--- src/rtl/saed32_mem_pkg.sv ---
// Shared defaults, FSM state type and the read-modify-write merge helper for the
// SAED32 32x4 single-port memory controller.
package saed32_mem_pkg;

    localparam int DEF_ADDR_W = 5;
    localparam int DEF_DATA_W = 4;

    // The merge helper works on a fixed wide word; callers widen and narrow around it.
    localparam int MERGE_W = 32;

    typedef enum logic [1:0] {
        IDLE,
        RD_WAIT,
        RMW_RD,
        RMW_WR
    } state_t;

    function automatic logic [MERGE_W-1:0] merge_bits(
        input logic [MERGE_W-1:0] old_data,
        input logic [MERGE_W-1:0] wdata,
        input logic [MERGE_W-1:0] mask
    );
        return (old_data & ~mask) | (wdata & mask);
    endfunction

endpackage

--- src/rtl/saed32_32x4_rmw_ctrl.sv ---
// Request/response front end for a 32x4 single-port SRAM: reads, full writes and
// partial-mask writes done as read-modify-write.
module saed32_32x4_rmw_ctrl
    import saed32_mem_pkg::*;
#(
    parameter int ADDR_W = DEF_ADDR_W,
    parameter int DATA_W = DEF_DATA_W
) (
    input  logic              CLK,
    input  logic              RSTN,
    input  logic              req_valid,
    output logic              req_ready,
    input  logic              req_we,
    input  logic [ADDR_W-1:0] req_addr,
    input  logic [DATA_W-1:0] req_wdata,
    input  logic [DATA_W-1:0] req_wmask,
    output logic              rsp_valid,
    input  logic              rsp_ready,
    output logic [DATA_W-1:0] rsp_rdata,
    output logic [ADDR_W-1:0] mem_A0,
    output logic [DATA_W-1:0] mem_D0,
    output logic              mem_WE0,
    output logic              mem_CE0,
    output logic [DATA_W-1:0] mem_WEM0,
    input  logic [DATA_W-1:0] mem_Q0
);

    state_t            state;
    logic [ADDR_W-1:0] addr_q;
    logic [DATA_W-1:0] wdata_q;
    logic [DATA_W-1:0] mask_q;
    logic [DATA_W-1:0] mem_d_q;
    logic              mem_ce_q;
    logic              mem_we_q;
    logic              rsp_valid_q;
    logic [DATA_W-1:0] rdata_q;

    logic              idle_live;
    logic              accept;
    logic              full_write;
    logic              partial_write;
    logic [DATA_W-1:0] merged;

    // IDLE drives the memory straight from the request; gating with RSTN keeps the
    // port quiet while reset is held even though the state already reads IDLE.
    assign idle_live     = RSTN && (state == IDLE);
    assign req_ready     = idle_live && (!rsp_valid_q || rsp_ready);
    assign accept        = req_valid && req_ready;
    assign full_write    = req_we && (&req_wmask);
    assign partial_write = req_we && (|req_wmask) && !(&req_wmask);
    assign merged        = DATA_W'(merge_bits(MERGE_W'(mem_Q0), MERGE_W'(wdata_q), MERGE_W'(mask_q)));

    assign mem_CE0   = idle_live ? (accept && (!req_we || (|req_wmask))) : mem_ce_q;
    assign mem_WE0   = idle_live ? (accept && full_write) : mem_we_q;
    assign mem_A0    = idle_live ? req_addr : addr_q;
    assign mem_D0    = idle_live ? req_wdata : mem_d_q;
    assign mem_WEM0  = '1;
    assign rsp_valid = rsp_valid_q;
    assign rsp_rdata = rdata_q;

    always_ff @(posedge CLK or negedge RSTN) begin
        if (!RSTN) begin
            state       <= IDLE;
            addr_q      <= '0;
            wdata_q     <= '0;
            mask_q      <= '0;
            mem_d_q     <= '0;
            mem_ce_q    <= 1'b0;
            mem_we_q    <= 1'b0;
            rsp_valid_q <= 1'b0;
            rdata_q     <= '0;
        end else begin
            if (rsp_valid_q && rsp_ready) begin
                rsp_valid_q <= 1'b0;
            end
            case (state)
                IDLE: begin
                    if (accept) begin
                        if (!req_we) begin
                            state <= RD_WAIT;
                        end else if (partial_write) begin
                            state   <= RMW_RD;
                            addr_q  <= req_addr;
                            wdata_q <= req_wdata;
                            mask_q  <= req_wmask;
                        end
                    end
                end
                RD_WAIT: begin
                    rsp_valid_q <= 1'b1;
                    rdata_q     <= mem_Q0;
                    state       <= IDLE;
                end
                // The old word is merged on capture so RMW_WR drives purely registered data.
                RMW_RD: begin
                    mem_d_q  <= merged;
                    mem_ce_q <= 1'b1;
                    mem_we_q <= 1'b1;
                    state    <= RMW_WR;
                end
                RMW_WR: begin
                    mem_ce_q <= 1'b0;
                    mem_we_q <= 1'b0;
                    state    <= IDLE;
                end
                default: state <= IDLE;
            endcase
        end
    end

endmodule

--- config.mk ---
export PLATFORM = sky130hd
export DESIGN_NAME = saed32_32x4_rmw_ctrl
export DESIGN_NICKNAME = d
export VERILOG_FILES = /design/src/rtl/saed32_mem_pkg.sv /design/src/rtl/saed32_32x4_rmw_ctrl.sv
export SDC_FILE = /design/constraint.sdc
export NUM_CORES = 1
export LEC_CHECK = 0
export ABC_CLOCK_PERIOD_IN_PS = 1560
export CAP_MARGIN = 20
export CELL_PAD_IN_SITES_DETAIL_PLACEMENT = 1
export CELL_PAD_IN_SITES_GLOBAL_PLACEMENT = 2
export CORE_MARGIN = 3
export CORE_UTILIZATION = 25
export DETAILED_ROUTE_END_ITERATION = 10
export GPL_ROUTABILITY_DRIVEN = 0
export HOLD_SLACK_MARGIN = 0.15
export PLACE_DENSITY = 0.74
export SLEW_MARGIN = 20
export SYNTH_ARGS = -nofsm -noshare
export SYNTH_HDL_FRONTEND = slang
export SYNTH_SLANG_ARGS = --single-unit
--- constraint.sdc ---
create_clock -name CLK -period 1.56 [get_ports CLK]
set_input_delay 0.234 -clock CLK [delete_from_list [all_inputs] [get_ports CLK]]
set_output_delay 0.234 -clock CLK [all_outputs]
set_load 0.02 [all_outputs]
After elaboration in Yosys (flattened, before gate mapping)
Cells that the tools add are included.
{ "classes": {"eq_ne": 5, "reduce_logical": 22, "muxes": 11, "n_bitwise": 4} }
{ "op_table": {"columns": ["operator", "n"], "rows": [
  ["logical AND 1 bit", 9],
  ["AND 4 bit", 2],
  ["AND reduction 4 bit", 2],
  ["two-way mux 2 bit", 3],
  ["one-hot mux 2 bit (3 select lines)", 1],
  ["two-way mux 5 bit", 1],
  ["== test 2 bit (second input constant)", 2],
  ["two-way mux 1 bit", 4],
  ["two-way mux 4 bit", 1],
  ["inverter 4 bit", 1],
  ["bitwise OR 4 bit", 1],
  ["nonzero test 2 bit", 2],
  ["OR reduction 4 bit", 1],
  ["logical NOT 1 bit", 3],
  ["inequality test 3 bit (second input constant)", 1],
  ["== test 2 x 1 -> 1 bit (second input constant)", 1],
  ["logical NOT 2 bit", 1],
  ["logical OR 1 bit", 2],
  ["inequality test 2 bit (second input constant)", 1],
  ["one-hot mux 1 bit (2 select lines)", 1],
  ["AND reduction 2 bit", 1],
  ["OR reduction 2 bit", 1]
]} }
{ "totals": {"output_inout_bits": 21, "reg_bits": 25} }

Logic depth before layout (Yosys ltp)
{ "depth": {"ltp_word": 7, "ltp_mapped": 5} }

Worst setup path before layout
OpenSTA, ideal clock, no wires.
{ "synth_path": {"kind": "register -> output", "startpoint": "register state[0]", "endpoint": "output mem_WE0", "t_arrival_ns": 1.562, "n_path_buf": 1, "slack_ns": -0.236, "required_time_ns": 1.326, "path_stages_with_launch": 5, "cell_sequence": "dfrtp_1 > nor3b_2 > buf_4 > nand4_1 > o21ai_0"} }
{ "synth_via": {"elab_chain_cells": 6} }
{ "synth_lines": {"columns": ["item", "line", "rtl"], "rows": [
  ["start, declared", "saed32_32x4_rmw_ctrl.sv:28", "state_t state;"],
  ["start signal, assigned", "saed32_32x4_rmw_ctrl.sv:63", "state <= IDLE;"],
  ["start signal, assigned", "saed32_32x4_rmw_ctrl.sv:80", "state <= RD_WAIT;"],
  ["start signal, assigned", "saed32_32x4_rmw_ctrl.sv:82", "state <= RMW_RD;"],
  ["logical NOT 2 bit (*)", "saed32_32x4_rmw_ctrl.sv:46", "assign idle_live = RSTN && (state == IDLE);"],
  ["logical AND 1 bit (*)", "saed32_32x4_rmw_ctrl.sv:46", null],
  ["logical AND 1 bit", "saed32_32x4_rmw_ctrl.sv:47", "assign req_ready = idle_live && (!rsp_valid_q || rsp_ready);"],
  ["logical AND 1 bit", "saed32_32x4_rmw_ctrl.sv:48", "assign accept = req_valid && req_ready;"],
  ["logical AND 1 bit", "saed32_32x4_rmw_ctrl.sv:54", "assign mem_WE0 = idle_live ? (accept && full_write) : mem_we_q;"],
  ["two-way mux 1 bit (*)", "saed32_32x4_rmw_ctrl.sv:54", null],
  ["end, declared", "saed32_32x4_rmw_ctrl.sv:22", "output logic mem_WE0,"]
]} }
Every way passes the cells marked *; elsewhere a longest branch is shown, timed or not.

Worst setup path after layout
{ "layout_path": {"startpoint": "register state[0]", "endpoint": "output mem_D0[1]"} }
{ "layout_via": {"elab_chain_cells": 3} }
{ "layout_lines": {"columns": ["item", "line", "rtl"], "rows": [
  ["logical NOT 2 bit", "saed32_32x4_rmw_ctrl.sv:46", null],
  ["logical AND 1 bit", "saed32_32x4_rmw_ctrl.sv:46", null],
  ["two-way mux 4 bit", "saed32_32x4_rmw_ctrl.sv:56", "assign mem_D0 = idle_live ? req_wdata : mem_d_q;"],
  ["end, declared", "saed32_32x4_rmw_ctrl.sv:21", "output logic [DATA_W-1:0] mem_D0,"]
]} }
No other way between the ends.

==> flow_summary_export.csv <==
group,metric,value,unit
sta,hold_viol_final,0,
sta,period_needed,1840,ps
placed_design,dp_slack,-765,ps
run_status,violations,"negative setup slack",
sta,finalWorstSetupSlack,-282,ps
setup_path,worstSetupPathType,"flop to primary output",
clocking,htree_num_levels,1,
routing,dr.first_iter.drc_count,20,
synthesis,ys_seq_area_share,50.1,%
sta,final_max_slew_viol_count,0,
setup_path,end_kind,"primary output",
setup_path,critical_path_arrival,1610,ps
setup_path,crit_chain,"nor3b_4 > buf_6 > mux2_4 > buf_6",
clocking,root_buffer,"clkbuf_8",
routing,wl_per_cell,15.5,um
clocking,clock_sinks,25,
finish,final_nets,172,
setup_path,r2r_end,"mask_q[2]$_DFFE_PN0P_",
routing,num_vias,935,
global_routing,grt_pass1_wl,5690,um
clocking,cts_buffers,3,
clocking,clockBufferDepth,2,
synthesis,yosys.area.top_type_share,50.1,%
power,ir_worst_vdd,0.750,mV
setup_path,reg2reg_slack,-70,ps
min_path,hold_start,"req_wmask[3]",
global_routing,first_global_vias,1146,
sta,fin_skew,5.95,ps
floorplanning,die-area,5880,um^2
clocking,clkLatencyLatePin,270,ps
floorplanning,fp.dieH,76.7,um
synthesis,synth_cells,95,
global_routing,antenna_found_initial,0,
min_path,holdPathEnd,"mask_q[3]$_DFFE_PN0P_",
job,max_cap_violations,0,
finish,utilization,40.7,%
floorplanning,pin_count,43,
min_path,hold_path_depth,2,
floorplanning,coreArea,4790,um^2
finish,diodes,0,
setup_path,crit_required,1330,ps
finish,syn2layout_area_growth,56.0,%
placed_design,hpwlAfterDp,2460,um
setup_path,worstSetupStartpointType,"flop",
min_path,hold_class,"primary input to flop",
routing,route.detailed.drc,0,
global_routing,overflow,0,
setup_path,cp_max_fo,6,
sta,rsz0062_at_grt,"true",
routing,vias_per_cell,4.33,
clocking,cts_tree,"yes",
power,power_density,1870,nW/um^2
sta,fmax,0.543,GHz
synthesis,synth_area_per_cell,13.1,um^2
floorplanning,start_util,26.1,%
setup_path,critical_path_buf_inv_count,2,
routing,drt-total-wl,3350,um
synthesis,ys_warn_count,0,
synthesis,synth.area.top_cells,"dfrtp_1, mux2_2, mux2_4",
setup_path,slowest_delay,420,ps
setup_path,worst_path_most_repeated_cell,"buf_6",
placed_design,io_buffers,38,
synthesis,yosysTopAreaCell,"dfrtp_1",
synthesis,netlist_area,1250,um^2
sta,min_period_over_period,118,%
routing,drt_first_pass_iters,4,
power,power_leakage,0.930,nW
finish,drive_gt1_share,42.3,%
global_routing,grtUsageTotal,12.1,%
routing,final_antenna_net_count,0,
sta,final-setup-viol-count,25,
global_routing,grt_start_max_net_pins,28,
floorplanning,rows,25,
setup_path,r2r_cells,6,
setup_path,r2r-start,"state[0]$_DFFE_PN0P_",
synthesis,ys_types,22,
run_status,status,"finished, violations left",
clocking,clk_pin_slew_worst_paths,90,ps
setup_path,slowest_stage,"dfrtp_1",
floorplanning,die_x,76.7,um
synthesis,ys_ff_latch,25,
setup_path,cp_top_family,"flip-flops",
[where the power goes]
group	internal, mW	switching, mW
combinational	1.19	0.883
sequential	0.970	0.204
clock	0.183	0.207
[how the worst max path moves through the flow]
stage,slack [ps],end,from,cells after the start
2_1_floorplan,-30,addr_q[3]$_DFFE_PN0P_,rsp_valid$_DFFE_PN0P_,5
3_3_place_gp,-710,mem_D0[3],RSTN,5
3_5_place_dp,-760,mem_D0[3],RSTN,5
4_1_cts,-290,mem_D0[3],state[1]$_DFFE_PN0P_,4
5_1_grt,-330,mem_CE0,state[0]$_DFFE_PN0P_,6
6_report,-280,mem_D0[1],state[0]$_DFFE_PN0P_,4
[cell usage in the layout (no fill, tap or decap), drive strengths merged, types with 2 or more instances in the layout]
master	synthesis	routed
mux2	26	26
buf	6	26
dfrtp	25	25
clkdlybuf4s50	0	20
nand2	9	10
o21ai	6	6
mux2i	4	4
conb	1	4
dlymetal6s2s	0	4
clkbuf	1	4
nand2b	3	3
nand4	3	3
inv	2	2
nor2	2	2
dlygate4sd2	0	2
[through the flow]
step	total power [mW]	hold slack, ps	std cells	instance area (um^2)	TNS [ps]
3_5_place_dp	3.01	479	207	1760	-14090
6_report	3.64	312	216	1950	-3790
2_1_floorplan	2.23	-61.6	98	1270	-293
3_3_place_gp	2.94	460	207	1760	-13610
4_1_cts	3.61	504	214	1880	-4980
5_1_grt	3.89	322	216	1950	-4990
[final cells by class]
class | count | area, um^2
multi-input cells | 65 | 649
well taps | 67 | 83.8
clock buffers | 4 | 45.0
inverters | 2 | 7.51
flip-flops and latches | 25 | 626
repair buffers | 53 | 537
fillers | 501 | 2840
[flip-flops by register name, indices dropped and copies added, names as in the netlist]
name       cells
mem_we_q       1
mask_q         4
rsp_rdata      4
state          2
wdata_q        4
mem_d_q        4
addr_q         5
rsp_valid      1
[cell usage after synthesis]
library cell and instances:
mux2i_1 4, nor2_1 2, o21ai_0 6, nand4_1 3, nor4_1 1, nand2_4 1, dfrtp_1 25, and4bb_4 1
mux2_2 16, a41oi_1 1, conb_1 1, or2b_2 1, clkbuf_1 1, a21oi_1 1, nor3b_2 1, nand2b_1 3
nand2_1 8, inv_1 2, and2_1 1, mux2_4 10, buf_12 1, buf_4 5
[per-layer routing]
layer | track usage, % | share of wire [%] | vias up
met1 | 13.2 | 41 | 466
li1 | - | - | 436
met3 | 3.17 | 5.2 | 5
met5 | 0 | 0 | -
met4 | 3.26 | 1.4 | 0
met2 | 22.8 | 52 | 28
[timing repair]
item	4_1_cts	5_1_grt
hold buffers	1	0
setup buffers	2	1
gates cloned	0	1
setup endpoints to repair	26	26
endpoints found under the hold margin	25	0
resized for setup	85	11
pin swaps	2	6
[kinds of logic after synthesis]
family,count (synthesis),synth area share [%]
DFF,25,50.1
AOI/OAI and AO/OA,8,3.51
buffers and inverters,9,5.51
and+or+nand+nor,22,10.9
other,1,0.300
muxes,30,29.7
(Power assumes the default switching activity.)
==> RTL edit 1: new RTL, config.mk and constraints unchanged <==
Re-encode `state_t` (4 states) as Gray code, 2 bits wide.
--- a/src/rtl/saed32_mem_pkg.sv
+++ b/src/rtl/saed32_mem_pkg.sv
@@ -11,6 +11,6 @@
     typedef enum logic [1:0] {
-        IDLE,
-        RD_WAIT,
-        RMW_RD,
-        RMW_WR
+        IDLE    = 2'b00,
+        RD_WAIT = 2'b01,
+        RMW_RD  = 2'b11,
+        RMW_WR  = 2'b10
     } state_t;
Check against the original RTL: same outputs for any inputs over 10 cycles, from zero or initial values and one cycle with RSTN low; not proved beyond that.
==> RTL edit 1 against the original RTL <==
The flow still finishes with violations (setup timing); synthesized area down 2.1%; synthesized cell count grew 17%; setup slack improved by 0.13 ns; wire length grew 6.3%; final cell count rose by 11%; design area decreased by 0.71%; sequential cell count is the same; critical endpoint is now mem_WE0.
Power is not compared: it rests on default switching activity, and its combinational part moved more than twofold at a synthesized area within 25%.
==> RTL edit 1: results (changes against the original RTL) <==
* Signal inverters at 1 (-1)
* Fraction of area in multi-input gates at 0.298 (-0.0351)
* Post-Route WL at 3560 um (+6.3%)
* Mapped Cells at 111 (+17%)
* Routed wl met2 at 2040 um (+17%)
* Gr usage total at 0.128 (+0.00671)
* Metal3 WL at 132 um (-25%)
* Failing checks: setup timing
* Seq/total area at 0.325 (+0.00358)
* #MultiIn Comb at 81 (+25%)
* Inst Count DP at 230 (+11%)
* Slowest CP cell: dfrtp_2
* Pin count of the biggest net entering global routing at 15 (-46%)
* Fin area at 1930 um2 (-0.71%)
* Result of the run: finished with violations
* DRT iter0 DRCs at 27 (+35%)
* Reg2Reg Capture Point: wdata_q[2]$_DFFE_PN0P_
* Via Count at 1013 (+8.3%)
* Final worst slack at -0.151 ns (+0.131 ns)
* Signal buf overhead at 0.310 (+0.0343)
* Setup violators final at 25 (unchanged)
* Number of global-route vias before repair at 1215 (+6.0%)
* Seq/Total Area, Yosys at 0.512 (+0.0108)
* DRT Pass-1 Iters at 3 (-1)
* Share of layout cells above drive strength 1 at 0.379 (-0.0435)
* Routed met1 length at 1350 um (-1.4%)
* Post-synthesis mux area share at 0.217 (-0.0796)
* Non-CTS buffers at 63 (+19%)
* Setup TNS at -2.54 ns (+1.25 ns)
* Synth unique cells at 21 (-4.5%)
* Via density per instance at 4.24 (-2.1%)
* Placed standard-cell area at 1800 um2 (+2.4%)
* Met1 Usage GRT at 0.139 (+0.00627)
* Worst hold path type: input pin to async pin
* CP max stage delay at 0.45 ns (+0.03 ns)
* M3 GR Usage at 0.0225 (-0.00918)
* Layout clock area frac at 0.0233 (+0.000164)
* Reg2reg start: state[1]$_DFFE_PN0P_
* Worst Setup EP: mem_WE0
* HPWL after DPL at 2700 um (+9.9%)
* Filler cell count at 509 (+1.6%)
* Final nets at 197 (+15%)
[RTL edit 1: changes by cell type in the layout (fill, tap and decap cells not counted), moves of 2 or more]
cell / unedited run / this run
dlygate4sd2_1: 2 / 5
dlymetal6s2s_1: 4 / 0
nand2_8: 2 / 0
dfrtp_2: 0 / 2
nand2_1: 8 / 35
buf_4: 10 / 21
nand4_1: 3 / 1
mux2_4: 19 / 9
nand2_2: 0 / 2
dfrtp_1: 25 / 23
[RTL edit 1: power by group]
group	internal, mW	leakage [nW]	total [mW]	switching, mW
logic	0.520	0.633	0.928	0.408
registers	0.843	0.298	0.963	0.120
clock network	0.182	0.0228	0.375	0.193
[RTL edit 1: repair_timing]
action                                  in CTS  in global routing
setup buffers                                3                  1
pin swaps                                    4                  3
hold endpoints to repair                    12                  0
hold buffers                                 1                  0
resized for setup                           79                 10
endpoints found under the setup margin      27                 25
==> RTL edit 2: new RTL, same settings <==
Without the edit above. The package constant `DEF_DATA_W` goes from 4 to 6.
--- a/src/rtl/saed32_mem_pkg.sv
+++ b/src/rtl/saed32_mem_pkg.sv
@@ -5,3 +5,3 @@
     localparam int DEF_ADDR_W = 5;
-    localparam int DEF_DATA_W = 4;
+    localparam int DEF_DATA_W = 6;
 
Interface: changed (6 resized); port bits go from 43 to 55. The function was not compared with the original's and may differ.
==> RTL edit 2 against the original RTL <==
The run still ends with setup timing left; design area rose by 27%; wire length rose by 33%; sequential cell count is 8 higher; synthesized area rose by 27%; final cell count grew 24%; power is 24% higher; count of clock-buffer cells in the layout grew 1; setup slack lost 0.069 ns; largest cell class is now flip-flops and latches.
==> RTL edit 2: results (changes against the original RTL) <==
* HPWL after DPL at 3270 um (+33%)
* Hold_sp: mem_d_q[3]$_DFFE_PN0P_
* Layout clock area frac at 0.0298 (+0.00672)
* Setup WS pre-CTS at -0.788 ns (-0.0236 ns)
* Pin count of the biggest net entering global routing at 34 (+21%)
* Final worst slack at -0.351 ns (-0.0688 ns)
* LEAKAGE at 1.16 nW (+24%)
* Placed standard-cell area at 2260 um2 (+29%)
* Inst Count DP at 254 (+23%)
* Result of the run: finished with violations
* CTS resizes at 111 (+31%)
* Number of global-route vias before repair at 1396 (+22%)
* Failing checks: setup timing
* CP Max Fanout at 4 (-2)
* Gr usage total at 0.133 (+0.0118)
* #MultiIn Comb at 80 (+23%)
* Share of layout cells above drive strength 1 at 0.432 (+0.00947)
* Final nets at 221 (+28%)
* PortBufs at 48 (+26%)
* Final Non-Filler Cells at 267 (+24%)
* Synth unique cells at 21 (-4.5%)
* Worst Path Arrival at 1.68 ns (+0.07 ns)
* Setup violators final at 32 (+28%)
* Worst hold path type: flip-flop to flip-flop
* Seq/total area at 0.334 (+0.0127)
[RTL edit 2: critical path, cell delays in order (launching register included)]
cell	delay (ns)
dfrtp_1	0.41
nor3b_4	0.30
buf_4	0.16
and3_4	0.21
nand2_2	0.06
o21ai_2	0.13
buf_6	0.13
[RTL edit 2: path summary, 6_finish.rpt]
check                                              end  slack [ns]
worst max-delay path                           mem_WE0       -0.35
worst min-delay path            mem_d_q[3]$_DFFE_PN0P_        0.49
worst max register to register  wdata_q[3]$_DFFE_PN0P_       -0.32
worst min register to register  mem_d_q[3]$_DFFE_PN0P_        0.49
max in group asynchronous       wdata_q[1]$_DFFE_PN0P_        0.58
min in group asynchronous        mask_q[5]$_DFFE_PN0P_        0.67
[RTL edit 2: kinds of logic (layout without fill, tap and decap cells)]
family | count (synthesis) | count (layout) | share of synthesized area
multiplexers | 40 | 40 | 0.301
flip-flops | 33 | 33 | 0.522
AND/OR/NAND/NOR | 23 | 23 | 0.0918
other | 1 | 6 | 0.00237
buffers and inverters | 12 | 79 | 0.0475
AO/OA/AOI/OAI | 11 | 11 | 0.0348
[RTL edit 2: per-layer routing]
layer / vias up / wire length [um] / share of wire / GRT usage
met5: - / 0 / 0 / 0
met4: 0 / 38 / 0.0085 / 0.0388
met3: 4 / 186 / 0.042 / 0.0365
met2: 28 / 2480 / 0.56 / 0.247
met1: 586 / 1750 / 0.39 / 0.147
li1: 549 / - / - / -
[RTL edit 2: where the power goes]
part	total (mW)	internal [mW]	switching, mW
logic	2.40	1.39	1.01
clock network	0.583	0.293	0.290
registers	1.55	1.28	0.270
total	4.53	2.96	1.57
[RTL edit 2: through the flow]
step	TNS, ns	total power, mW
floorplan	-0.949	2.70
global placement	-16.48	3.60
detailed placement	-16.82	3.71
CTS	-8.50	4.64
global route	-11.40	4.82
finish	-9.30	4.53
